$ cat src/rtl/irq_pkg.sv
// Shared width helpers and vector-address arithmetic for the interrupt controller.
package irq_pkg;

  // Width of a channel index; never narrower than one bit.
  function automatic int id_w(input int n);
    return (n < 2) ? 1 : $clog2(n);
  endfunction

  // Width needed to count nesting levels 0..depth inclusive.
  function automatic int lvl_w(input int depth);
    return $clog2(depth + 1);
  endfunction

  // Vector address of a channel; callers truncate to their address width.
  function automatic logic [31:0] vec_addr(input logic [31:0] base, input int stride,
                                           input int id);
    return base + 32'(stride * id);
  endfunction

endpackage

$ cat src/rtl/irq_prio_enc.sv
// Lowest-index-first priority encoder: bit 0 has the highest priority.
module irq_prio_enc
  import irq_pkg::*;
#(
  parameter int N = 8,
  localparam int IW = id_w(N)
) (
  input  logic [N-1:0]  req,
  output logic          valid,
  output logic [IW-1:0] idx
);

  // Scan from the top down so the lowest set index is the last one written.
  always_comb begin
    valid = 1'b0;
    idx   = '0;
    for (int i = N - 1; i >= 0; i--) begin
      if (req[i]) begin
        valid = 1'b1;
        idx   = IW'(i);
      end
    end
  end

endmodule

$ cat src/rtl/irq_controller.sv
// Nestable strict-priority interrupt controller with edge/level channels,
// a bounded in-service stack and sticky overflow/underflow flags.
module irq_controller
  import irq_pkg::*;
#(
  parameter int                N_IRQ      = 8,
  parameter int                ADDR_W     = 10,
  parameter int                DEPTH      = 4,
  parameter logic [ADDR_W-1:0] VEC_BASE   = 10'h3C0,
  parameter int                VEC_STRIDE = 4,
  localparam int               ID_W       = id_w(N_IRQ),
  localparam int               LVL_W      = lvl_w(DEPTH)
) (
  input  logic              clk,
  input  logic              reset,
  input  logic [N_IRQ-1:0]  irq,
  input  logic [N_IRQ-1:0]  enable,
  input  logic [N_IRQ-1:0]  edge_mode,
  input  logic              take,
  input  logic              reti,
  output logic              irq_req,
  output logic [ID_W-1:0]   irq_id,
  output logic [ADDR_W-1:0] irq_addr,
  output logic [N_IRQ-1:0]  pending,
  output logic [N_IRQ-1:0]  active,
  output logic              in_isr,
  output logic [LVL_W-1:0]  nest_level,
  output logic              nest_oflow,
  output logic              reti_uflow
);

  logic [N_IRQ-1:0] irq_q;
  logic [N_IRQ-1:0] pending_q, pending_d;
  logic [N_IRQ-1:0] active_q, active_d;
  logic [LVL_W-1:0] lvl_q, lvl_d;
  logic             oflow_q, oflow_d;
  logic             uflow_q, uflow_d;
  logic [ID_W-1:0]  stack_q [DEPTH];

  logic [N_IRQ-1:0] cand;
  logic             win_valid;
  logic [ID_W-1:0]  win_idx;
  logic [ID_W-1:0]  top_id;
  logic             req_c;
  logic             do_push;
  logic             do_pop;

  assign cand = pending_q & enable & ~active_q;

  irq_prio_enc #(.N(N_IRQ)) u_enc (
    .req   (cand),
    .valid (win_valid),
    .idx   (win_idx)
  );

  // Request qualification, take/reti arbitration and next-state of all control state.
  always_comb begin
    top_id = '0;
    for (int i = 0; i < DEPTH; i++) begin
      if (lvl_q == LVL_W'(i + 1)) top_id = stack_q[i];
    end

    // A nested request must strictly outrank the channel currently in service.
    req_c = win_valid && ((lvl_q == '0) || (win_idx < top_id)) &&
            (lvl_q < LVL_W'(DEPTH));

    // reti wins over a simultaneous take.
    do_pop  = reti && (lvl_q != '0);
    do_push = take && !reti && req_c;

    oflow_d = oflow_q | (take && !reti && !req_c && (lvl_q == LVL_W'(DEPTH)));
    uflow_d = uflow_q | (reti && (lvl_q == '0));

    // A fresh edge outranks the clear from a take in the same cycle.
    pending_d = '0;
    for (int i = 0; i < N_IRQ; i++) begin
      if (edge_mode[i]) begin
        pending_d[i] = (irq[i] & ~irq_q[i]) |
                       (pending_q[i] & ~(do_push && (win_idx == ID_W'(i))));
      end else begin
        pending_d[i] = irq[i];
      end
    end

    active_d = active_q;
    lvl_d    = lvl_q;
    if (do_push) begin
      active_d[win_idx] = 1'b1;
      lvl_d             = lvl_q + 1'b1;
    end else if (do_pop) begin
      active_d[top_id] = 1'b0;
      lvl_d            = lvl_q - 1'b1;
    end
  end

  // Control state register with synchronous active-low reset.
  always_ff @(posedge clk) begin
    if (!reset) begin
      irq_q     <= '0;
      pending_q <= '0;
      active_q  <= '0;
      lvl_q     <= '0;
      oflow_q   <= 1'b0;
      uflow_q   <= 1'b0;
    end else begin
      irq_q     <= irq;
      pending_q <= pending_d;
      active_q  <= active_d;
      lvl_q     <= lvl_d;
      oflow_q   <= oflow_d;
      uflow_q   <= uflow_d;
    end
  end

  // In-service stack: a push writes the slot addressed by the current level.
  always_ff @(posedge clk) begin
    for (int i = 0; i < DEPTH; i++) begin
      if (!reset) begin
        stack_q[i] <= '0;
      end else if (do_push && (lvl_q == LVL_W'(i))) begin
        stack_q[i] <= win_idx;
      end
    end
  end

  assign irq_req    = req_c;
  assign irq_id     = win_idx;
  assign irq_addr   = ADDR_W'(vec_addr(32'(VEC_BASE), VEC_STRIDE, int'(win_idx)));
  assign pending    = pending_q;
  assign active     = active_q;
  assign in_isr     = (lvl_q != '0);
  assign nest_level = lvl_q;
  assign nest_oflow = oflow_q;
  assign reti_uflow = uflow_q;

endmodule

$ cat config.mk
export PLATFORM = sky130hd
export DESIGN_NAME = irq_controller
export DESIGN_NICKNAME = d
export VERILOG_FILES = /design/src/rtl/irq_pkg.sv /design/src/rtl/irq_prio_enc.sv /design/src/rtl/irq_controller.sv
export SDC_FILE = /design/constraint.sdc
export NUM_CORES = 1
export LEC_CHECK = 0
export CORE_UTILIZATION = 49
export CTS_BUF_LIST = sky130_fd_sc_hd__clkbuf_8
export DETAILED_ROUTE_END_ITERATION = 8
export GPL_TIMING_DRIVEN = 1
export PLACE_DENSITY = 0.82
export SLEW_MARGIN = 20
export SYNTH_ARGS = -nofsm -noshare
export SYNTH_HDL_FRONTEND = slang
export SYNTH_SLANG_ARGS = --single-unit
$ cat constraint.sdc
create_clock -name clk -period 4.2 [get_ports clk]
set_input_delay 0.63 -clock clk [delete_from_list [all_inputs] [get_ports clk]]
set_output_delay 0.63 -clock clk [all_outputs]
set_load 0.01 [all_outputs]
# ---- Yosys cells after proc, flatten, opt, wreduce, memory -nomap -nowiden
# Memories as Yosys holds them, arrays and structs flattened.
# Cells that the tools add are included.
# Widths: inputs -> output; s select.
dict set report classes {
  n_div 0
  mux 53
  reduce_logical 29
  n_bitwise 52
  shift 0
  addsub 3
  n_eq_ne 11
  n_lt_le_gt_ge 6
  mul 0
}
# operator count
set ops {}
lappend ops {{$mux 3} 18}
lappend ops {{$mux 1} 31}
lappend ops {{$and 8x8->8} 3}
lappend ops {{$logic_and 1x1->1} 22}
lappend ops {{$and 1x1->1} 16}
lappend ops {{$mux 8} 2}
lappend ops {{$not 1->1} 16}
lappend ops {{$not 8->8} 2}
lappend ops {{$eq 3x3->1 const B} 5}
lappend ops {{$or 1x1->1} 14}
lappend ops {{$eq 3x2->1 const B} 4}
lappend ops {{$add 10x5->10 const A} 1}
lappend ops {{$lt 3x4->1 const B} 2}
lappend ops {{$or 8x8->8} 1}
lappend ops {{$demux 1 s3} 2}
lappend ops {{$eq 3x1->1 const B} 2}
lappend ops {{$ge 3x1->1 const B} 2}
lappend ops {{$logic_not 3->1} 2}
lappend ops {{$add 3x1->3 const B} 1}
lappend ops {{$lt 3x3->1} 1}
lappend ops {{$lt 3x3->1 const B} 1}
lappend ops {{$reduce_bool 3->1} 1}
lappend ops {{$sub 3x1->3 const B} 1}
lappend ops {{$logic_not 1->1} 2}
lappend ops {{other kinds (2)} 2}
dict set report totals {
  out_inout_bits 36
  ff_bits 29
  latch_bits 0
  romBits 0
  n_memories 1
  input_bits 28
  ram_bits 12
  word_cells 161
}
# name depth width read_ports rd_clocked_by_memory_dff wr line
set mem_list {}
lappend mem_list {stack_q 4 3 4 0 4 irq_controller.sv:38} ;# logic [ID_W-1:0] stack_q [DEPTH];

# ---- Logic depth before layout (Yosys ltp)
dict set report logic_depth {
  ltp_word 20
  depth_mapped 15
  mapped_depth_nobuf 13
}

# ---- By module
# Synthesis repeated with hierarchy kept, for this count alone.
dict set report hier_totals {
  hier_cells 242
  area_unflattened_um2 2209.6
}
# mod seq_area_each_um2 cells_each instances area_each_um2
set modules_own_cells {}
lappend modules_own_cells {irq_controller 940.9 229 1 2129.5}
lappend modules_own_cells {irq_prio_enc 0.0 13 1 80.1}

# ---- Worst setup path before layout
# Ideal clock, no wire load.
dict set report synth_timing {
  kind {flip-flop to output port}
  start {register lvl_q[2] (netlist: nest_level[2])}
  end {output irq_req}
  required_ps 3570
  path_slack_ps 556
  stages_incl_launch_ff 14
  t_arrival_ps 3014
  path_buffers 1
  path_cell_list {dfxtp_1 > buf_6 > clkinv_1 > ha_1 > a21oi_1 > o21ai_0 > o21a_1 > a222oi_1 > ha_1 > o21a_1 > o21ai_0 > a31o_2 > nor2_1 > a311oi_1}
}
dict set report synth_via {
  elab_chain_len 9
  word_cells_on_any_way 14
  cone_classes {order compare (2); eq/ne (4); mux (4); reduce/logical (4)}
}
# item line
set synth_rtl {}
lappend synth_rtl {{start, declared} irq_controller.sv:35} ;# logic [LVL_W-1:0] lvl_q, lvl_d;
lappend synth_rtl {{start signal, assigned} irq_controller.sv:109} ;# lvl_q <= lvl_d;
lappend synth_rtl {{$eq 3x1->1} irq_controller.sv:60} ;# if (lvl_q == LVL_W'(i + 1)) top_id = stack_q[i];
lappend synth_rtl {{$mux 3 (4 in series)} irq_controller.sv:60}
lappend synth_rtl {{$lt 3x3->1} irq_controller.sv:64} ;# req_c = win_valid && ((lvl_q == '0) || (win_idx < top_id)) &&
lappend synth_rtl {{$logic_or 1x1->1} irq_controller.sv:64}
lappend synth_rtl {{$logic_and 1x1->1} irq_controller.sv:64}
lappend synth_rtl {{$logic_and 1x1->1 (*)} irq_controller.sv:64}
lappend synth_rtl {{end, declared} irq_controller.sv:21} ;# output logic irq_req,
# Every way passes the cells marked *; elsewhere a longest branch is shown, timed or not.

# ---- Worst setup path after layout
dict set report layout_timing {
  start {register lvl_q[1] (netlist: nest_level[1])}
  end {output irq_req}
}
# Same word-level chain as after synthesis.

==> impl_metrics.tcl <==
set metrics [dict create \
    dp_hpwl_microns 4365 \
    drc 0 \
    finalNetCount 348 \
    sw_frac_of_total_pct 35.76 \
    required_ps 3570 \
    setup_slack_ps 171.2 \
    grt_max_degree 17 \
    synth_top_flop_cell "dfxtp_1" \
    place.gp.congestion 0.8892 \
    relSlewSlack_pct 50.60 \
    cpPeakStageDelay_ps 400 \
    synth_top_area_share_pct 26.01 \
    grt_first_pass_wirelength_microns 9418 \
    final_antenna_net_count 0 \
    critPathCaptureType "primary output" \
    first_pass_iters 4 \
    start_kind "flop" \
    path_cells "ha_1 > ha_1 > buf_4 > a21oi_1 > o21ai_0 > o21a_1 > a222oi_1 > ha_1 > o21a_1 > o21ai_1 > a31o_2 > nor2_1 > a311oi_1 > dlygate4sd2_1" \
    place_area_sq_mm 0.002854 \
    num_vias 2069 \
    intPower_mw 0.8732 \
    yosysWarnings 0 \
    drv_slew 0 \
    cts.clk_slew.worst_paths_ps 70 \
    start_util_pct 51.26 \
    finalClockSkew_ps 6.743 \
    synthCells 244 \
    die_area_sq_mm 0.004830 \
    pwr-share-comb_pct 45.8 \
    layout-drive-gt1-share_pct 15.34 \
    num_rows 24 \
    dp.cells 352 \
    r2r-start "nest_level[1]" \
    crit_start "nest_level[1]" \
    pwr-share-clk_pct 18.8 \
    synth_area_leaders "dfxtp_1 26%, edfxtp_1 16%, nand2_1 5.2%, ha_1 4.5%, o21ai_0 3.6%" \
    die_w_microns 69.50 \
    antenna_found_initial 0 \
    ys_seq_area_share_pct 42.15 \
    async_flop_share_pct 0 \
    period_minus_slack_ps 4029 \
    synth_area_leader_cell "dfxtp_1" \
    drtIter0Drc 190 \
    grt_usage_pct 24.45 \
    overflow 0 \
    crit_top_cell "ha_1" \
    final_cells 365 \
    io_buffers 56 \
    setup_violations 0 \
    syn_area_sq_mm 0.002232 \
    slowest_stage "a222oi_1" \
    p_leak_nw 1.133 \
    cp_max_fo 6 \
    wl_microns 5658 \
    insertion_delay_ps 280 \
    p_sw_mw 0.4861 \
    root_buffer "clkbuf_8" \
    cts.htree.levels 2 \
    peakVddDrop_mv 0.2773 \
    core-area_sq_mm 0.004354 \
    avgSynthCellArea_sq_um 9.148 \
    first_global_vias 1984 \
    crit_type "reg -> out" \
    final_hold_viol_count 0 \
    dpl_worst_slack_ps -1.531 \
    routedWlPerCell_microns 15.50 \
    synth_edf_count 12 \
    cts.sinks 41 \
    die_y_microns 69.50 \
    cellPowerDensity_mw_per_mm2 455.9 \
    final_area_sq_mm 0.002982 \
    synth.distinct_cells 49 \
    layout_worst_path_cycle_share_pct 95.92 \
    syn2layout_area_growth_pct 33.58 \
    worstHoldStart "nest_oflow" \
    cts.path.max_buffers 2 \
    hp-class "reg -> reg" \
    io_pins 64 \
    num_antenna_cells 0 \
    ys_seq_elements 41 \
    fmax_mhz 248.2 \
    worstPathArrival_ps 3400 \
    worstMarginPinSlew_ps 740.3 \
    p_seq_share_pct 35.3 \
    cts_tree "yes" \
    viasPerCell 5.668 \
    status "finished, final reports clean" \
    total_power_mw 1.359 \
    drv_cap 0 \
    cts_buffers 5 \
]
## cell usage in the layout, fill, tap and decap left out, types with 3 or more instances in the layout
| cell | synthesis | layout |
|---|---|---|
| nor2_1 | 18 | 18 |
| o21ai_0 | 16 | 15 |
| nor3_1 | 5 | 5 |
| ha_1 | 8 | 8 |
| clkdlybuf4s50_1 | 0 | 55 |
| and3b_1 | 6 | 6 |
| clkbuf_8 | 0 | 6 |
| a21oi_1 | 7 | 7 |
| nor2_2 | 4 | 4 |
| and2_1 | 10 | 10 |
| o21a_1 | 6 | 6 |
| o221a_2 | 7 | 7 |
| buf_4 | 10 | 18 |
| inv_1 | 8 | 10 |
| edfxtp_1 | 12 | 12 |
| dfxtp_1 | 29 | 28 |
| nand3_1 | 12 | 12 |
| nand3b_1 | 6 | 6 |
| nand2b_1 | 4 | 4 |
| conb_1 | 2 | 7 |
| nand2_1 | 31 | 31 |
| a31oi_1 | 3 | 3 |
## what timing repair did
item | in CTS | in global routing
pin swaps | 1 | 1
hold buffers | 0 | 0
gates resized for setup | 2 | 1
setup buffers | 4 | 1
setup endpoints to repair | 1 | 1
## stage by stage
stage          setup TNS, ps  hold slack [ps]  util, %
2_1_floorplan              0            438.4        -
3_3_place_gp               0            445.5    65.55
3_5_place_dp          -1.531            454.3    65.55
4_1_cts                    0            471.4    68.30
5_1_grt               -39.56            498.1    68.48
6_report                   0            466.0    68.48
## worst paths after layout
| check | endpoint | slack (ps) | cells after the start |
|---|---|---|---|
| setup / recovery | irq_req | 170 | 14 |
| hold reg to reg | nest_oflow | 470 | 1 |
| setup reg to reg | stack_q[2][1] | 630 | 14 |
| hold / removal | nest_oflow | 470 | 1 |
## flip-flops by register name, summed over array words and instances, names as in the netlist
signal / flops
irq_q: 8
nest_oflow: 1
active: 8
nest_level: 3
stack_q: 12
reti_uflow: 1
pending: 8
## power groups by stage
stage,registers [mW],clock network (mW),logic (mW)
2_1_floorplan,0.493,0,0.349
6_report,0.480,0.256,0.623
3_5_place_dp,0.487,0,0.586
3_3_place_gp,0.485,0,0.576
4_1_cts,0.480,0.259,0.607
5_1_grt,0.485,0.274,0.679
## per-layer routing
| layer | vias to the layer above | wire length (microns) | global-route usage (%) |
|---|---|---|---|
| met4 | 0 | 43 | 5.215 |
| met2 | 77 | 2736 | 40.99 |
| met3 | 4 | 350 | 4.506 |
| met1 | 989 | 2528 | 32.93 |
| li1 | 999 | - | - |
| met5 | - | 0 | 0 |
## worst max-delay path, delay by kind of cell, from the launching register on
family / cells / cell delay [ps]
simple gates: 1 / 50
flops: 1 / 360
buf+inv: 2 / 470
fa+ha+maj: 3 / 760
compound gates: 8 / 1470
## cell usage after synthesis, types with 5 or more instances
cell and n:
a21oi_1 7, and2_1 10, and3b_1 6, buf_4 10
clkbuf_1 6, dfxtp_1 29, edfxtp_1 12, ha_1 8
inv_1 8, nand2_1 31, nand3_1 12, nand3b_1 6
nor2_1 18, nor3_1 5, o21a_1 6, o21ai_0 16
o221a_2 7
## cell type report
class	instances	area, sq um
timing repair buffer	74	694.4
multi-input combinational	181	1156
fill	366	1373
clock buffer	6	82.58
sequential	41	942.2
inverter	9	33.78
clock inverter	2	7.507
tap	52	65.06
## cells by family (layout without fill, tap and decap cells)
family                   count (synthesis)  after routing  synth area share [%]
adder cells (fa/ha/maj)                  8              8                 4.484
flip-flops                              41             41                 42.15
AO/OA/AOI/OAI                           59             59                 21.08
AND/OR/NAND/NOR                        107            107                 25.06
other                                    2              7                0.3364
buffers and inverters                   27             91                 6.894
No activity file was read; power rests on OpenSTA's default activity.
